File: src/rtl/motion_pkg.sv
// Shared widths, bounding-box record and merge helper for the motion detector.
package motion_pkg;

   localparam int unsigned H_WIDTH   = 11;
   localparam int unsigned V_WIDTH   = 10;
   localparam int unsigned PIX_WIDTH = 8;
   localparam int unsigned CNT_WIDTH = H_WIDTH + V_WIDTH;

   typedef logic [H_WIDTH-1:0]   hcoord_t;
   typedef logic [V_WIDTH-1:0]   vcoord_t;
   typedef logic [PIX_WIDTH-1:0] pix_t;
   typedef logic [CNT_WIDTH-1:0] cnt_t;

   typedef struct packed {
      hcoord_t x_min;
      hcoord_t x_max;
      vcoord_t y_min;
      vcoord_t y_max;
      cnt_t    count;
   } bbox_t;

   // Min fields start at all-ones so the first motion pixel always wins.
   localparam bbox_t BBOX_EMPTY = '{x_min: '1, x_max: '0, y_min: '1, y_max: '0, count: '0};

   function automatic bbox_t bbox_add(input bbox_t b, input hcoord_t x, input vcoord_t y);
      bbox_t r;
      r = b;
      if (x < r.x_min) r.x_min = x;
      if (x > r.x_max) r.x_max = x;
      if (y < r.y_min) r.y_min = y;
      if (y > r.y_max) r.y_max = y;
      if (r.count != '1) r.count = r.count + CNT_WIDTH'(1);
      return r;
   endfunction

endpackage

File: src/rtl/motion_detect_if.sv
// Pixel-in / mask-and-frame-results-out bundle of the motion detector.
interface motion_detect_if;
   import motion_pkg::*;

   logic    valid_in;
   hcoord_t hcount_in;
   vcoord_t vcount_in;
   pix_t    pixel_in;
   pix_t    prev_pixel_in;
   pix_t    threshold_in;

   logic    valid_out;
   logic    motion_out;
   hcoord_t hcount_out;
   vcoord_t vcount_out;
   logic    frame_done_out;
   logic    detected_out;
   hcoord_t x_min_out;
   hcoord_t x_max_out;
   vcoord_t y_min_out;
   vcoord_t y_max_out;
   cnt_t    count_out;

   modport master (
      output valid_in, hcount_in, vcount_in, pixel_in, prev_pixel_in, threshold_in,
      input  valid_out, motion_out, hcount_out, vcount_out, frame_done_out, detected_out,
      input  x_min_out, x_max_out, y_min_out, y_max_out, count_out
   );

   modport slave (
      input  valid_in, hcount_in, vcount_in, pixel_in, prev_pixel_in, threshold_in,
      output valid_out, motion_out, hcount_out, vcount_out, frame_done_out, detected_out,
      output x_min_out, x_max_out, y_min_out, y_max_out, count_out
   );

endinterface

File: src/rtl/bbox_accumulator.sv
// Per-frame motion bounding box / count accumulator with frame-end result latch.
module bbox_accumulator
   import motion_pkg::*;
#(
   parameter int unsigned MIN_COUNT = 16
) (
   input  logic    clk_in,
   input  logic    rst_in,
   input  logic    valid_in,
   input  logic    motion_in,
   input  hcoord_t x_in,
   input  vcoord_t y_in,
   input  logic    frame_end_in,
   output bbox_t   bbox_out,
   output logic    detected_out,
   output logic    done_out
);

   localparam cnt_t MIN_CNT = CNT_WIDTH'(MIN_COUNT);

   bbox_t r_acc;
   bbox_t r_result;
   logic  r_detected;
   logic  r_done;
   bbox_t w_merged;

   // The final pixel of a frame must land in that frame's result, not the next.
   always_comb begin
      w_merged = r_acc;
      if (valid_in && motion_in) w_merged = bbox_add(r_acc, x_in, y_in);
   end

   always_ff @(posedge clk_in) begin
      if (rst_in) begin
         r_acc      <= BBOX_EMPTY;
         r_result   <= '0;
         r_detected <= 1'b0;
         r_done     <= 1'b0;
      end else begin
         r_done <= frame_end_in;
         if (frame_end_in) begin
            r_acc <= BBOX_EMPTY;
            if (w_merged.count == '0) begin
               r_result   <= '0;
               r_detected <= 1'b0;
            end else begin
               r_result   <= w_merged;
               r_detected <= (w_merged.count >= MIN_CNT);
            end
         end else begin
            r_acc <= w_merged;
         end
      end
   end

   assign bbox_out     = r_result;
   assign detected_out = r_detected;
   assign done_out     = r_done;

endmodule

File: src/rtl/motion_detect.sv
// Frame-difference motion detector: two-stage pixel pipeline plus per-frame bbox results.
module motion_detect
   import motion_pkg::*;
#(
   parameter int unsigned H_ACTIVE  = 1280,
   parameter int unsigned V_ACTIVE  = 720,
   parameter int unsigned MIN_COUNT = 16
) (
   input logic            clk_in,
   input logic            rst_in,
   motion_detect_if.slave bus
);

   localparam hcoord_t H_LAST = hcoord_t'(H_ACTIVE - 1);
   localparam vcoord_t V_LAST = vcoord_t'(V_ACTIVE - 1);

   logic    w_active;
   pix_t    w_diff;
   logic    w_frame_end;
   bbox_t   w_bbox;
   logic    w_detected;
   logic    w_done;

   logic    r_s1_valid;
   pix_t    r_s1_diff;
   pix_t    r_s1_thr;
   hcoord_t r_s1_h;
   vcoord_t r_s1_v;

   logic    r_s2_valid;
   logic    r_s2_motion;
   hcoord_t r_s2_h;
   vcoord_t r_s2_v;

   always_comb begin
      w_active = bus.valid_in && (bus.hcount_in <= H_LAST) && (bus.vcount_in <= V_LAST);
      w_diff   = (bus.pixel_in >= bus.prev_pixel_in) ? bus.pixel_in - bus.prev_pixel_in
                                                     : bus.prev_pixel_in - bus.pixel_in;
   end

   always_ff @(posedge clk_in) begin
      if (rst_in) begin
         r_s1_valid  <= 1'b0;
         r_s1_diff   <= '0;
         r_s1_thr    <= '0;
         r_s1_h      <= '0;
         r_s1_v      <= '0;
         r_s2_valid  <= 1'b0;
         r_s2_motion <= 1'b0;
         r_s2_h      <= '0;
         r_s2_v      <= '0;
      end else begin
         r_s1_valid  <= w_active;
         r_s1_diff   <= w_diff;
         r_s1_thr    <= bus.threshold_in;
         r_s1_h      <= bus.hcount_in;
         r_s1_v      <= bus.vcount_in;
         r_s2_valid  <= r_s1_valid;
         r_s2_motion <= r_s1_valid && (r_s1_diff > r_s1_thr);
         r_s2_h      <= r_s1_h;
         r_s2_v      <= r_s1_v;
      end
   end

   assign w_frame_end = r_s2_valid && (r_s2_h == H_LAST) && (r_s2_v == V_LAST);

   bbox_accumulator #(
      .MIN_COUNT (MIN_COUNT)
   ) u_bbox (
      .clk_in       (clk_in),
      .rst_in       (rst_in),
      .valid_in     (r_s2_valid),
      .motion_in    (r_s2_motion),
      .x_in         (r_s2_h),
      .y_in         (r_s2_v),
      .frame_end_in (w_frame_end),
      .bbox_out     (w_bbox),
      .detected_out (w_detected),
      .done_out     (w_done)
   );

   assign bus.valid_out      = r_s2_valid;
   assign bus.motion_out     = r_s2_motion;
   assign bus.hcount_out     = r_s2_h;
   assign bus.vcount_out     = r_s2_v;
   assign bus.frame_done_out = w_done;
   assign bus.detected_out   = w_detected;
   assign bus.x_min_out      = w_bbox.x_min;
   assign bus.x_max_out      = w_bbox.x_max;
   assign bus.y_min_out      = w_bbox.y_min;
   assign bus.y_max_out      = w_bbox.y_max;
   assign bus.count_out      = w_bbox.count;

endmodule

File: src/flat_wrapper.sv
// flat-port wrapper written by rule: the top's interface ports become plain ports
module motion_detect_flat import motion_pkg::*;
#(
   parameter int unsigned H_ACTIVE  = 1280,
   parameter int unsigned V_ACTIVE  = 720,
   parameter int unsigned MIN_COUNT = 16
)
  (clk_in, rst_in, bus_valid_in, bus_hcount_in, bus_vcount_in, bus_pixel_in, bus_prev_pixel_in, bus_threshold_in, bus_valid_out, bus_motion_out, bus_hcount_out, bus_vcount_out, bus_frame_done_out, bus_detected_out, bus_x_min_out, bus_x_max_out, bus_y_min_out, bus_y_max_out, bus_count_out);
  motion_detect_if bus_i ();
  input logic clk_in;
  input logic rst_in;
  input wire logic [$bits(bus_i.valid_in)-1:0] bus_valid_in;
  input wire logic [$bits(bus_i.hcount_in)-1:0] bus_hcount_in;
  input wire logic [$bits(bus_i.vcount_in)-1:0] bus_vcount_in;
  input wire logic [$bits(bus_i.pixel_in)-1:0] bus_pixel_in;
  input wire logic [$bits(bus_i.prev_pixel_in)-1:0] bus_prev_pixel_in;
  input wire logic [$bits(bus_i.threshold_in)-1:0] bus_threshold_in;
  output wire logic [$bits(bus_i.valid_out)-1:0] bus_valid_out;
  output wire logic [$bits(bus_i.motion_out)-1:0] bus_motion_out;
  output wire logic [$bits(bus_i.hcount_out)-1:0] bus_hcount_out;
  output wire logic [$bits(bus_i.vcount_out)-1:0] bus_vcount_out;
  output wire logic [$bits(bus_i.frame_done_out)-1:0] bus_frame_done_out;
  output wire logic [$bits(bus_i.detected_out)-1:0] bus_detected_out;
  output wire logic [$bits(bus_i.x_min_out)-1:0] bus_x_min_out;
  output wire logic [$bits(bus_i.x_max_out)-1:0] bus_x_max_out;
  output wire logic [$bits(bus_i.y_min_out)-1:0] bus_y_min_out;
  output wire logic [$bits(bus_i.y_max_out)-1:0] bus_y_max_out;
  output wire logic [$bits(bus_i.count_out)-1:0] bus_count_out;
  assign bus_i.valid_in = bus_valid_in;
  assign bus_i.hcount_in = bus_hcount_in;
  assign bus_i.vcount_in = bus_vcount_in;
  assign bus_i.pixel_in = bus_pixel_in;
  assign bus_i.prev_pixel_in = bus_prev_pixel_in;
  assign bus_i.threshold_in = bus_threshold_in;
  assign bus_valid_out = bus_i.valid_out;
  assign bus_motion_out = bus_i.motion_out;
  assign bus_hcount_out = bus_i.hcount_out;
  assign bus_vcount_out = bus_i.vcount_out;
  assign bus_frame_done_out = bus_i.frame_done_out;
  assign bus_detected_out = bus_i.detected_out;
  assign bus_x_min_out = bus_i.x_min_out;
  assign bus_x_max_out = bus_i.x_max_out;
  assign bus_y_min_out = bus_i.y_min_out;
  assign bus_y_max_out = bus_i.y_max_out;
  assign bus_count_out = bus_i.count_out;
  motion_detect #(.H_ACTIVE(H_ACTIVE), .V_ACTIVE(V_ACTIVE), .MIN_COUNT(MIN_COUNT)) u_core (.clk_in(clk_in), .rst_in(rst_in), .bus(bus_i));
endmodule
File: config.mk
export PLATFORM = sky130hd
export DESIGN_NAME = motion_detect_flat
export DESIGN_NICKNAME = d
export VERILOG_FILES = /design/src/rtl/motion_pkg.sv /design/src/rtl/motion_detect_if.sv /design/src/rtl/bbox_accumulator.sv /design/src/rtl/motion_detect.sv /design/src/flat_wrapper.sv
export SDC_FILE = /design/constraint.sdc
export NUM_CORES = 1
export LEC_CHECK = 0
export ABC_CLOCK_PERIOD_IN_PS = 2550
export BUFFER_PORTS_ARGS = -buffer_cell sky130_fd_sc_hd__buf_2
export CAP_MARGIN = 20
export CORE_MARGIN = 10
export CORE_UTILIZATION = 51
export DETAILED_ROUTE_END_ITERATION = 6
export PLACE_DENSITY = 0.8
export SLEW_MARGIN = 20
export SYNTH_ARGS = -nofsm -noshare
export SYNTH_HDL_FRONTEND = slang
export SYNTH_HIERARCHICAL = 1
export SYNTH_SLANG_ARGS = --single-unit
export TNS_END_PERCENT = 50
File: constraint.sdc
create_clock -name clk_in -period 2.55 [get_ports clk_in]
set_clock_uncertainty 0.05 [all_clocks]
set_input_delay 0 -clock clk_in [delete_from_list [all_inputs] [get_ports clk_in]]
set_output_delay 0 -clock clk_in [all_outputs]
set_load 0.01 [all_outputs]
==> results of run 1 <==
==> critical path: cells and delay by family, from the launching register on <==
kind / cells / cell delay, ps
AOI/OAI and AO/OA: 3 / 510
and+or+nand+nor: 4 / 1040
muxes: 1 / 140
DFF: 1 / 350
buffers and inverters: 3 / 520
==> logic make-up after synthesis <==
family / after synthesis
buffers and inverters: 113
and+or+nand+nor: 299
DFF: 189
AOI/OAI and AO/OA: 177
muxes: 48
adders and majority gates: 66
xor gates and xnor gates: 13
==> flip-flops by register name (all words and copies together) (netlist names), 8 cells and up <==
| signal | cells |
|---|---|
| u_core/u_bbox/bbox_out | 63 |
| u_core/u_bbox/r_acc | 63 |
| u_core/bus.hcount_out | 11 |
| u_core/r_s1_h | 11 |
| u_core/bus.vcount_out | 10 |
| u_core/r_s1_v | 10 |
| u_core/r_s1_diff | 8 |
| u_core/r_s1_thr | 8 |
==> routing by layer <==
layer	GRT usage [%]	up-vias	routed length, um
li1	-	3619	-
met1	22.8	3488	9530
met2	34.6	254	11800
met3	5.28	58	1530
met4	6.49	0	642
met5	0	-	0
==> Yosys cell counts, types with 8 or more instances <==
| cell | n | area [um2] |
|---|---|---|
| nor3_1 | 12 | 60.1 |
| mux2i_1 | 47 | 470 |
| clkbuf_1 | 25 | 93.8 |
| buf_4 | 8 | 60.1 |
| nand3_1 | 12 | 60.1 |
| dfxtp_1 | 189 | 3780 |
| nand4_1 | 18 | 113 |
| nand2_1 | 80 | 300 |
| a21oi_1 | 30 | 150 |
| o21ai_0 | 27 | 135 |
| a211oi_1 | 15 | 113 |
| ha_1 | 64 | 801 |
| nor2_1 | 73 | 274 |
| o21ai_1 | 41 | 205 |
| nor2b_1 | 60 | 375 |
| xnor2_1 | 8 | 70.1 |
| inv_1 | 74 | 278 |
==> metrics by stage <==
| step | instances | power [uW] |
|---|---|---|
| floorplan | 905 | 3430 |
| global placement | 1290 | 3580 |
| detailed placement | 1291 | 3590 |
| CTS | 1364 | 6150 |
| global route | 1376 | 6350 |
| finish | 1376 | 6140 |
==> area by class of cell <==
class | count | share of cell area (%)
multi-input cells | 603 | 39.7
clock buffers | 20 | 4.05
inverters | 75 | 2.50
flip-flops and latches | 189 | 33.8
clock inverters | 12 | 1.01
repair buffers | 261 | 16.6
well taps | 216 | 2.40
==> final timing paths <==
kind	endpoint	startpoint
worst max-delay path	u_core/u_bbox/bbox_out[46]$_SDFFE_PP0P_	u_core/u_bbox/r_acc[18]$_SDFF_PP0_
worst min-delay path	u_core/r_s1_diff[7]$_SDFF_PP0_	bus_prev_pixel_in[7]
worst max register to register	u_core/u_bbox/bbox_out[46]$_SDFFE_PP0P_	u_core/u_bbox/r_acc[18]$_SDFF_PP0_
worst min register to register	u_core/bus.vcount_out[5]$_SDFF_PP0_	u_core/r_s1_v[5]$_SDFF_PP0_
==> timing repair <==
| item | CTS | global route |
|---|---|---|
| endpoints found under the setup margin | 81 | 86 |
| pin swaps | 3 | 9 |
| resized for setup | 25 | 54 |
| hold buffers | 37 | 0 |
| gates cloned | 1 | 6 |
| hold endpoints to repair | 43 | 0 |
| buffers inserted | 3 | 6 |
==> power by group <==
part,switching [uW],internal (uW),leakage (uW)
Clock,1150,1410,0.000274
Combinational,283,258,0.00354
Sequential,30.9,3010,0.00155
==> impl_metrics.csv, run 1 <==
group,metric,value,unit
status,status,"complete, but fails checks",
status,violations,"setup timing",
critical_path,reg2reg_depth,11,
floorplanning,core_area,16100,um2
critical_path,cp.required,2810,ps
synthesis,synth_area,8450,um2
placed_design,place_area,9810,um2
min_path,min_path_type,"in2reg",
timing,period_needed,2730,ps
cells_and_area,nNetsFinal,1261,
run,drv_cap,0,
pwr,p_per_area,545,nW/um2
clocking,cts.sinks,189,
drt,dr.pass1.iters,6,
global_route,grt_first_pass_wirelength,35600,um
global_route,track_usage,19.8,%
timing,holdWs,16.1,ps
clocking,cts-root-buf,"clkbuf_16",
drt,via_per_inst,5.39,
cells_and_area,post-route-util,70.2,%
synthesis,synthAdderAreaFrac,9.95,%
drt,num_vias,7419,
synthesis,synth_cell_types,74,
critical_path,critPathMaxStageDelay,350,ps
timing,fmax,367,MHz
floorplanning,die_area,22100,um2
synthesis,synth_top_family_by_area,"simple AND/OR/NAND/NOR gates",
drt,routedWlPerCell,17.1,um
critical_path,cp-start-kind,"flip-flop",
floorplanning,initial_utilization,52.6,%
global_route,grt_pass1_vias,7140,
clocking,numCtsBuffers,17,
synthesis,muxShareOfSynthArea,5.70,%
placed_design,gp_congestion,0.935,
min_path,hold_depth,4,
pwr,leakage,0.00536,uW
timing,fin_tns_setup,-6780,ps
synthesis,synth_compound_area_share,14.2,%
synthesis,synthesis.nets,1019,
cells_and_area,regArea,3810,um2
cells_and_area,fill_cells,1215,
synthesis,synth.ff_latch_count,189,
cells_and_area,multi_input_area,4470,um2
timing,setup_slack,-177,ps
drt,ant_nets,0,
cells_and_area,syn2layout_area_growth,33.4,%
drt,totalWireLength,23500,um
cells_and_area,final_cell_mix,"173 x dfxtp_1, 135 x buf_2, 80 x nand2_1",
placed_design,hpwlAfterDp,15800,um
placed_design,io_buffers,135,
clocking,cts_tree,"built",
synthesis,synthFlopType,"dfxtp_1",
timing,rsz0062_at_grt,"yes",
drt,drt_iter0_markers,580,
floorplanning,die_x,149,um
drt,drcViolationCount,0,
timing,hold_viol,0,
synthesis,avgSynthCellArea,9.33,um2
cells_and_area,fin_area,11300,um2
floorplanning,io_pins,136,
placed_design,dp_slack,-117,ps
cells_and_area,layout-drive-gt1-share,29.8,%
timing,min_period_over_period,107,%
clocking,cts-htree-levels,4,
clocking,worstSkewPairLatency,430,ps
synthesis,yosysSeqAreaShare,44.8,%
synthesis,synth-simple-area-share,18.5,%
synthesis,synth_cells,905,
synthesis,synthArstFlopShare,0,%
timing,tightest_slew,998,ps
critical_path,arrival,2990,ps
floorplanning,fp.dieH,149,um
global_route,grt_max_degree,46,
global_route,grt_overflow,0,
critical_path,cpMaxStageDelayCell,"dfxtp_1",
synthesis,synth_warnings,6,
synthesis,synth_edf_count,0,
floorplanning,rows,46,
clocking,clockBufferDepth,2,
global_route,antenna_found_initial,0,
critical_path,path_class,"reg2reg",
cells_and_area,antenna_cells,0,
cells_and_area,layout_commonest_cell,"dfxtp_1",
timing,relSlewSlack,33.3,%
timing,drv_slew,0,
critical_path,crit_chain,"buf_4 -> and3_4 -> a31o_4 -> nor4_4 -> mux2i_1 -> nor3_2 -> nand4b_1 -> o21ai_4 -> buf_6 -> clkbuf_16 -> o21ai_1",
critical_path,end_kind,"flip-flop",
critical_path,r2r_slack,-180,ps
synthesis,synth_xor_area_share,1.35,%
critical_path,worstPathMaxFanout,5,
pwr,irDropWorstVdd,0.503,mV
timing,finalSetupViolCount,43,
clocking,clk_pin_slew_worst_paths,70,ps
No activity file was read; power rests on OpenSTA's default activity.
==> run 2: changes to the inputs <==
--- a/config.mk
+++ b/config.mk
@@ -9,9 +9,10 @@
 export BUFFER_PORTS_ARGS = -buffer_cell sky130_fd_sc_hd__buf_2
 export CAP_MARGIN = 20
 export CORE_MARGIN = 10
-export CORE_UTILIZATION = 51
+export CORE_UTILIZATION = 25
 export DETAILED_ROUTE_END_ITERATION = 6
-export PLACE_DENSITY = 0.8
+export PLACE_DENSITY = 0.47
+export SETUP_SLACK_MARGIN = 0.4
 export SLEW_MARGIN = 20
 export SYNTH_ARGS = -nofsm -noshare
 export SYNTH_HDL_FRONTEND = slang
==> impl_metrics.csv, run 2 (synthesis gave the netlist of run 1 again) <==
group,metric,value,unit
cells_and_area,nNetsFinal,1277,
pwr,p_sw_share,26.2,%
pwr,pwr-share-comb,9.5,%
timing,finalSetupViolCount,29,
global_route,track_usage,12.2,%
placed_design,dp_cells,1539,
cells_and_area,syn2layout_area_growth,47.5,%
clocking,clk_pin_slew_worst_paths,70,ps
clocking,numCtsBuffers,17,
cells_and_area,fin_area,12500,um2
critical_path,r2r_slack,-50,ps
pwr,p_int,4700,uW
cells_and_area,antenna_cells,0,
critical_path,end_kind,"flip-flop",
critical_path,cp.required,2830,ps
floorplanning,io_pins,136,
cells_and_area,layout_commonest_cell,"dfxtp_1",
clocking,clockBufferDepth,2,
drt,dr.pass1.iters,5,
run,drv_cap,0,
floorplanning,die_x,204,um
critical_path,reg2reg_to,"u_core/u_bbox/bbox_out[56]$_SDFFE_PP0P_",
drt,num_vias,7232,
pwr,leakage,0.00541,uW
clocking,cts_tree,"built",
cells_and_area,post-route-util,37.2,%
status,violations,"setup timing",
timing,fin_tns_setup,-657,ps
timing,rsz0062_at_grt,"yes",
drt,totalWireLength,26100,um
pwr,irDropWorstVdd,0.422,mV
floorplanning,fp.dieH,204,um
pwr,p_per_area,511,nW/um2
drt,ant_nets,0,
cells_and_area,multi_input_area,5130,um2
global_route,grt_pass1_vias,7272,
global_route,grt_max_degree,44,
min_path,min_path_type,"in2reg",
timing,fmax,385,MHz
critical_path,path_class,"reg2reg",
timing,relSlewSlack,49.3,%
pwr,p_sw,1670,uW
floorplanning,initial_utilization,25.3,%
global_route,grt_overflow,0,
global_route,antenna_found_initial,0,
pwr,total_power,6360,uW
critical_path,arrival,2880,ps
floorplanning,rows,67,
timing,period_needed,2600,ps
critical_path,cp-start-kind,"flip-flop",
drt,via_per_inst,4.45,
clocking,cts-root-buf,"clkbuf_16",
global_route,grt_first_pass_wirelength,40200,um
critical_path,r2r_start,"u_core/u_bbox/r_acc[0]$_SDFF_PP0_",
clocking,cts-htree-levels,4,
cells_and_area,final_cell_mix,"160 x dfxtp_1, 135 x buf_2, 79 x buf_4, 79 x nand2_1",
critical_path,reg2reg_depth,12,
status,status,"complete, but fails checks",
timing,setup_slack,-50.7,ps
floorplanning,die_area,41500,um2
critical_path,startpoint,"u_core/u_bbox/r_acc[0]$_SDFF_PP0_",
cells_and_area,layout-drive-gt1-share,37.3,%
cells_and_area,final_cells,1624,
cells_and_area,fill_cells,3352,
placed_design,gp_congestion,0.872,
clocking,worstSkewPairLatency,440,ps
timing,min_period_over_period,102,%
critical_path,worstPathMaxFanout,11,
critical_path,crit_end,"u_core/u_bbox/bbox_out[56]$_SDFFE_PP0P_",
drt,drcViolationCount,0,
timing,hold_viol,0,
placed_design,io_buffers,135,
pwr,power_frac_seq,47.7,%
cells_and_area,regArea,3840,um2
drt,drt_iter0_markers,261,
placed_design,hpwlAfterDp,19200,um
floorplanning,core_area,33400,um2
timing,drv_slew,0,
pwr,pwr-share-clk,42.8,%
timing,tightest_slew,758,ps
clocking,cts.sinks,189,
placed_design,place_area,10300,um2
drt,routedWlPerCell,16.1,um
==> run 2: cell count changes in the layout (fill, tap and decap cells not counted), moves of 9 or more <==
cell / delta
mux2i_1: -32
mux2i_4: +29
ha_1: -16
ha_4: +15
o21ai_1: +14
dfxtp_1: -13
o21ai_2: -10
buf_6: +9
==> run 2: area by class of cell <==
class	instances	area share, %
multi-input cells	603	41.2
flip-flops and latches	189	30.8
repair buffers	277	16.5
well taps	448	4.50
clock buffers	17	3.41
inverters	75	2.26
clock inverters	15	1.36
==> run 2: metal layers <==
layer | routed length (um) | GRT usage [%] | vias to the layer above | part of all wire, %
li1 | - | - | 3650 | -
met2 | 12500 | 20.2 | 127 | 48
met3 | 1070 | 3.15 | 14 | 4.1
met4 | 208 | 3.14 | 0 | 0.80
met5 | 0 | 0 | - | 0
met1 | 12300 | 15.5 | 3441 | 47
==> run 2: what timing repair did <==
| item | in CTS | in global routing |
|---|---|---|
| endpoints found under the hold margin | 46 | 0 |
| hold buffers | 37 | 0 |
| gates cloned | 2 | 1 |
| gates resized for setup | 73 | 134 |
| setup endpoints to repair | 104 | 119 |
| pin swaps | 8 | 37 |
| buffers inserted | 6 | 7 |
==> run 2: through the flow <==
step                      setup WS, ps  hold slack (ps)
after floorplan                    198             78.2
after global placement           -58.4              160
after detailed placement         -52.1              163
after CTS                        -67.0             4.40
after global routing              -187             41.9
final                            -50.7             38.3
==> run 2: critical path, stage by stage, from the launching register on <==
cell and delay, ps:
dfxtp_2 360, ha_4 150, buf_6 90, nand4_1 70, or4_4 460, nor4_4 190, xnor2_2 160, nor4b_4 230
nand3_2 140, o21ai_4 190, buf_12 160, clkbuf_16 170, o21ai_1 70
==> run 2: worst min path at each step <==
| stage | startpoint | endpoint | slack (ps) | cells after the start |
|---|---|---|---|---|
| after floorplan | bus_hcount_in[0] | u_core/r_s1_h[0]$_SDFF_PP0_ | 80 | 1 |
| after global placement | bus_hcount_in[2] | u_core/r_s1_h[2]$_SDFF_PP0_ | 160 | 2 |
| after detailed placement | bus_hcount_in[2] | u_core/r_s1_h[2]$_SDFF_PP0_ | 160 | 2 |
| after CTS | bus_prev_pixel_in[7] | u_core/r_s1_diff[7]$_SDFF_PP0_ | 4 | 4 |
| after global routing | bus_prev_pixel_in[7] | u_core/r_s1_diff[7]$_SDFF_PP0_ | 40 | 4 |
| final | bus_prev_pixel_in[7] | u_core/r_s1_diff[7]$_SDFF_PP0_ | 40 | 4 |
==> run 2: power by group through the flow <==
stage | clock, uW | combinational [uW] | sequential, uW
6_report | 2720 | 605 | 3040
5_1_grt | 2930 | 675 | 3040
4_1_cts | 2830 | 576 | 3040
3_5_place_dp | 0 | 520 | 3110
3_3_place_gp | 0 | 509 | 3110
2_1_floorplan | 0 | 320 | 3110
